`src/rtl/preset_seq_pkg.sv`:
```
// Shared types for the preset register command sequencer.
// Optional shadow register build switch: PRESET_SEQ_SHADOW_EN.
package preset_seq_pkg;

  localparam int GAP_CNT_W = 4;
  localparam int CMD_W     = 8;

  typedef enum logic [1:0] {
    OP_NOP    = 2'd0,
    OP_LOAD   = 2'd1,
    OP_PRESET = 2'd2,
    OP_CLEAR  = 2'd3
  } op_t;

  typedef enum logic [1:0] {
    IDLE  = 2'd0,
    ISSUE = 2'd1,
    GAP   = 2'd2
  } state_t;

  typedef struct packed {
    op_t              op;
    logic [CMD_W-1:0] data;
  } cmd_t;

endpackage

```
`src/rtl/preset_seq_fifo.sv`:
```
// Synchronous command FIFO; pointers carry an extra wrap bit so
// full/empty fall out of a plain compare.
module preset_seq_fifo
  import preset_seq_pkg::*;
#(
  parameter int  DEPTH   = 4,
  parameter type entry_t = cmd_t
) (
  input  logic   clk,
  input  logic   sync_rst,
  input  logic   push,
  input  entry_t wdata,
  input  logic   pop,
  output entry_t rdata,
  output logic   full,
  output logic   empty
);

  localparam int AW = $clog2(DEPTH);

  logic [AW:0] wptr;
  logic [AW:0] rptr;
  entry_t      mem [DEPTH];

  logic do_push;
  logic do_pop;

  assign do_push = push && !full;
  assign do_pop  = pop && !empty;

  assign empty = (wptr == rptr);
  assign full  = (wptr[AW] != rptr[AW]) &&
                 (wptr[AW-1:0] == rptr[AW-1:0]);

  assign rdata = mem[rptr[AW-1:0]];

  always_ff @(posedge clk) begin
    if (sync_rst) begin
      wptr <= '0;
      rptr <= '0;
    end else begin
      if (do_push) wptr <= wptr + (AW+1)'(1);
      if (do_pop)  rptr <= rptr + (AW+1)'(1);
    end
  end

  always_ff @(posedge clk) begin
    if (do_push) mem[wptr[AW-1:0]] <= wdata;
  end

endmodule

```
`src/rtl/preset_reg_cmd_sequencer.sv`:
```
// Issues queued register commands as single-cycle strobes.
// Define PRESET_SEQ_SHADOW_EN to build the shadow copy of the register.
module preset_reg_cmd_sequencer
  import preset_seq_pkg::*;
#(
  parameter int WIDTH      = 8,
  parameter int DEPTH      = 4,
  parameter int GAP_CYCLES = 0
) (
  input  logic             clk,
  input  logic             sync_rst,
  input  logic             in_valid,
  output logic             in_ready,
  input  logic [1:0]       in_op,
  input  logic [WIDTH-1:0] in_data,
  output logic             reg_enable,
  output logic             reg_sync_preset,
  output logic             reg_sync_rst,
  output logic [WIDTH-1:0] reg_data,
  output logic             cmd_issued,
  output logic             busy,
  output logic [WIDTH-1:0] shadow_q
);

  typedef struct packed {
    op_t              op;
    logic [WIDTH-1:0] data;
  } entry_t;

  localparam logic [GAP_CNT_W-1:0] GAP_INIT =
    GAP_CNT_W'((GAP_CYCLES > 0) ? GAP_CYCLES - 1 : 0);

  state_t state;
  state_t state_nxt;

  logic [GAP_CNT_W-1:0] gap_cnt;
  logic [GAP_CNT_W-1:0] gap_cnt_nxt;

  logic   push;
  logic   pop;
  logic   full;
  logic   empty;
  entry_t wr_cmd;
  entry_t head;

  logic load_hit;
  logic preset_hit;
  logic clear_hit;

  assign in_ready = !full && !sync_rst;
  assign push     = in_valid && in_ready;
  assign busy     = !empty || (state != IDLE);

  assign wr_cmd.op   = op_t'(in_op);
  assign wr_cmd.data = in_data;

  preset_seq_fifo #(
    .DEPTH   (DEPTH),
    .entry_t (entry_t)
  ) u_fifo (
    .clk      (clk),
    .sync_rst (sync_rst),
    .push     (push),
    .wdata    (wr_cmd),
    .pop      (pop),
    .rdata    (head),
    .full     (full),
    .empty    (empty)
  );

  always_ff @(posedge clk) begin
    if (sync_rst) begin
      state   <= IDLE;
      gap_cnt <= '0;
    end else begin
      state   <= state_nxt;
      gap_cnt <= gap_cnt_nxt;
    end
  end

  always_comb begin
    state_nxt   = state;
    gap_cnt_nxt = gap_cnt;
    unique case (state)
      IDLE: begin
        if (!empty) state_nxt = ISSUE;
      end
      ISSUE: begin
        if (GAP_CYCLES > 0) begin
          state_nxt   = GAP;
          gap_cnt_nxt = GAP_INIT;
        end else begin
          state_nxt = empty ? IDLE : ISSUE;
        end
      end
      GAP: begin
        if (gap_cnt == '0) begin
          state_nxt = empty ? IDLE : ISSUE;
        end else begin
          gap_cnt_nxt = gap_cnt - GAP_CNT_W'(1);
        end
      end
      default: state_nxt = IDLE;
    endcase
  end

  // The head is popped on the edge that enters ISSUE, so the
  // registered strobes are visible for exactly the ISSUE cycle.
  assign pop = (state_nxt == ISSUE) && !sync_rst;

  always_comb begin
    load_hit   = 1'b0;
    preset_hit = 1'b0;
    clear_hit  = 1'b0;
    if (pop) begin
      unique case (head.op)
        OP_LOAD:   load_hit   = 1'b1;
        OP_PRESET: preset_hit = 1'b1;
        OP_CLEAR:  clear_hit  = 1'b1;
        OP_NOP:    ;
        default:   ;
      endcase
    end
  end

  always_ff @(posedge clk) begin
    if (sync_rst) begin
      reg_enable      <= 1'b0;
      reg_sync_preset <= 1'b0;
      reg_sync_rst    <= 1'b1;
      reg_data        <= '0;
      cmd_issued      <= 1'b0;
    end else begin
      reg_enable      <= load_hit;
      reg_sync_preset <= preset_hit;
      reg_sync_rst    <= clear_hit;
      cmd_issued      <= pop;
      if (load_hit) reg_data <= head.data;
    end
  end

`ifdef PRESET_SEQ_SHADOW_EN
  logic [WIDTH-1:0] shadow;

  // Gated by cmd_issued so the reset-time clear strobe is not replayed.
  always_ff @(posedge clk) begin
    if (sync_rst) begin
      shadow <= '0;
    end else if (cmd_issued) begin
      if (reg_enable)           shadow <= reg_data;
      else if (reg_sync_preset) shadow <= '1;
      else if (reg_sync_rst)    shadow <= '0;
    end
  end

  assign shadow_q = shadow;
`else
  assign shadow_q = '0;
`endif

endmodule

```
`config.mk`:
```
export PLATFORM = sky130hd
export DESIGN_NAME = preset_reg_cmd_sequencer
export DESIGN_NICKNAME = d
export VERILOG_FILES = /design/src/rtl/preset_seq_pkg.sv /design/src/rtl/preset_seq_fifo.sv /design/src/rtl/preset_reg_cmd_sequencer.sv
export SDC_FILE = /design/constraint.sdc
export NUM_CORES = 1
export LEC_CHECK = 0
export CORE_ASPECT_RATIO = 0.8
export CORE_MARGIN = 3
export CORE_UTILIZATION = 30
export CTS_CLUSTER_SIZE = 40
export DETAILED_ROUTE_END_ITERATION = 12
export GPL_ROUTABILITY_DRIVEN = 0
export GPL_TIMING_DRIVEN = 0
export HOLD_SLACK_MARGIN = 0.03
export SYNTH_ARGS = -nofsm -noshare
export SYNTH_HDL_FRONTEND = slang
export SYNTH_SLANG_ARGS = --single-unit
```
`constraint.sdc`:
```
create_clock -name clk -period 2.7 [get_ports clk]
set_input_delay 0.675 -clock clk [delete_from_list [all_inputs] [get_ports clk]]
set_output_delay 0.675 -clock clk [all_outputs]
set_load 0.02 [all_outputs]
```
==> run_results.csv <==
group,metric,value,unit
setup_path,end_kind,"output pin",
yosys,synth_edf_count,40,
clocking,cts.path.max_buffers,2,
grt,grt_pass1_wl,7600,um
route,firstDrtPassIters,4,
floorplan,die_w,112,um
grt,antenna_found_initial,0,
route,routedWlPerCell,13.7,um
grt,grt.total_usage,9.66,%
route,via_per_inst,4.34,
floorplan,die_h,91.0,um
timing,finalHoldViolations,0,
timing,min_period,2.47,ns
clocking,htreeDepth,3,
yosys,synth_cell_types,37,
place,io_buffers,26,
floorplan,dieArea,10200,um^2
route,vias,1442,
yosys,ys_seq_area_share,63.5,%
yosys,ys_seq_elements,66,
yosys,synth_largest_area_cell,"edfxtp_1",
yosys,synth_area,2710,um^2
yosys,yosysWarnings,0,
layout,antenna_cells,0,
grt,grt_max_degree,15,
setup_path,crit_path_cell_trace,"xnor2_4, nand3_1, or3_1, dlygate4sd2_1",
pwr,leakage,1.25,nW
timing,slew_headroom,58.9,%
grt,grt_overflow,0,
yosys,async_reset_ff_share,0,%
yosys,syn_area_per_cell,15.8,um^2
timing,worst_slew_pin_slew,0.616,ns
floorplan,ioPinCount,35,
yosys,ys_top_cells_by_area,"edfxtp_1 44%, dfxtp_1 19%, mux4_1 8.7%",
grt,grt_pass1_vias,1423,
setup_path,path_buf_inv,1,
setup_path,crit_family,"flip-flops",
clocking,cts_root_buffer,"clkbuf_16",
timing,finalCritPeriodShare,91.3,%
floorplan,num_rows,30,
clocking,clk_pin_slew,0.06,ns
timing,rsz0062_at_grt,"false",
setup_path,critPathArrivalTime,1.79,ns
clocking,cts_tree,"yes",
setup_path,worst_path_largest_cell_delay,0.47,ns
timing,setup_ws,0.234,ns
route,ant_nets,0,
layout,nets,234,
layout,syn2layout_area_growth,27.9,%
floorplan,initial_core_util,31.4,%
yosys,yosys.area.top_type_share,44.3,%
route,drt-total-wl,4540,um
timing,max_freq,0.406,GHz
clocking,clkSinkCount,66,
place,hpwl,3100,um
worst_hold_path,hold_class,"flop to flop",
route,first_iter_violations,100,
yosys,ys.flop_type,"edfxtp_1",
yosys,synth_cells,172,
layout,drive_gt1_share,22.3,%
route,drc_errors,0,
run,cap_violations,0,
setup_path,cp_slowest_cell,"dfxtp_1",
pwr,power,0.00309,W
clocking,post_cts_buffers,0,
floorplan,core-area,8630,um^2
clocking,insertion_delay,0.32,ns
timing,finalMaxSlewViolations,0,
pwr,power_density,890,nW/um^2
setup_path,start_kind,"flop",
setup_path,crit_required,2.03,ns
place,pre_cts_ws,-0.846,ns
timing,finalClockSkew,0.00785,ns
outcome,status,"complete, no violations",
setup_path,cp_max_fo,6,
timing,final-setup-viol-count,0,
clocking,postCtsHoldBufs,0,
pwr,vdd_drop_max,0.000452,V
clocking,cts_inserted_buffers,9,
timing,whs,0.520,ns
setup_path,crit_type,"flop to output pin",
path summary, 6_finish.rpt:
path / cells after the start / startpoint / slack (ns) / end
worst min-delay path: 2 / gap_cnt[1] / 0.52 / gap_cnt[1]
worst max-delay path: 4 / u_fifo.wptr[1] / 0.23 / busy
worst max register to register: 5 / flop / 0.63 / reg_data[4]
worst min register to register: 2 / gap_cnt[1] / 0.52 / gap_cnt[1]
routing by layer:
| layer | up-vias | global-route usage, % | part of all wire (%) |
|---|---|---|---|
| met5 | - | 0 | 0 |
| met4 | 0 | 3.00 | 1.3 |
| met3 | 4 | 3.60 | 5.1 |
| met2 | 36 | 14.5 | 46 |
| met1 | 693 | 13.0 | 48 |
| li1 | 709 | - | - |
sequential cells by signal (all words and copies together) (netlist names), named ones only:
signal / flops
u_fifo.wptr: 3
state: 2
cmd_issued: 1
u_fifo.mem: 40
gap_cnt: 4
reg_sync_preset: 1
reg_enable: 1
reg_data: 8
reg_sync_rst: 1
u_fifo.rptr: 3
power breakdown:
group	leakage [nW]	internal [W]	switching, W
sequential	0.576	0.00118	0.0000748
clock	0.131	0.000636	0.000441
combinational	0.543	0.000389	0.000368
total	1.25	0.00220	0.000884
per-stage QoR:
stage | area [um^2] | utilization, % | cells | TNS (ns)
finish | 3470 | 40.2 | 332 | 0
detailed placement | 3140 | 36.3 | 317 | -0.872
global route | 3470 | 40.2 | 332 | 0
CTS | 3470 | 40.2 | 333 | 0
floorplan | 2740 | - | 179 | 0
global placement | 3140 | 36.3 | 317 | -0.824
logic make-up (layout without fill, tap and decap cells):
logic type,Yosys count,in the layout,share of synthesized area [%]
flip-flops,66,66,63.5
multiplexers,21,21,14.2
XOR/XNOR,8,8,2.58
buffers and inverters,18,59,3.88
other,1,8,0.138
AO/OA/AOI/OAI,11,11,3.97
AND/OR/NAND/NOR,41,41,8.95
adder cells (fa/ha/maj),6,6,2.77
tightest hold or removal path, delay by kind of cell (launching register included):
kind | cells | cell delay (ns)
flip-flops | 1 | 0.32
AND/OR/NAND/NOR | 1 | 0.10
AO/OA/AOI/OAI | 1 | 0.05
what timing repair did:
item,4_1_cts,5_1_grt
pin swaps,1,0
endpoints found under the setup margin,2,1
resized for setup,13,0
layout make-up:
type	instances	area, um^2
clock inverters	7	60.1
repair buffers	26	256
well taps	112	140
multi-input cells	95	956
plain buffers	11	82.6
flip-flops and latches	66	1720
inverters	6	22.5
fillers	818	5170
clock buffers	9	225
Yosys cell counts (2+ instances only):
| library cell | instances |
|---|---|
| a31oi_1 | 2 |
| dfxtp_1 | 26 |
| clkbuf_1 | 2 |
| xnor2_1 | 5 |
| nand2b_1 | 2 |
| buf_4 | 8 |
| inv_1 | 6 |
| mux4_1 | 9 |
| mux2_2 | 9 |
| ha_1 | 6 |
| nor2_1 | 7 |
| and2_1 | 7 |
| xor2_1 | 3 |
| nand2_1 | 3 |
| nor2b_1 | 10 |
| edfxtp_1 | 40 |
| nand3_1 | 7 |
layout by cell type (no fill, tap or decap), types with 2 or more instances in the layout:
master / n
a31oi_1: 2
and2_1: 7
buf_4: 8
clkbuf_16: 9
clkdlybuf4s50_1: 23
clkinvlp_4: 3
conb_1: 8
dfxtp_1: 24
dfxtp_2: 2
dlygate4sd2_1: 3
edfxtp_1: 40
ha_1: 6
inv_1: 6
inv_6: 3
mux2_2: 9
mux4_1: 9
nand2_1: 3
nand2b_1: 2
nand3_1: 7
nor2_1: 7
nor2b_1: 10
xnor2_1: 2
xnor2_4: 2
xor2_1: 3
No activity file was read; power rests on OpenSTA's default activity.
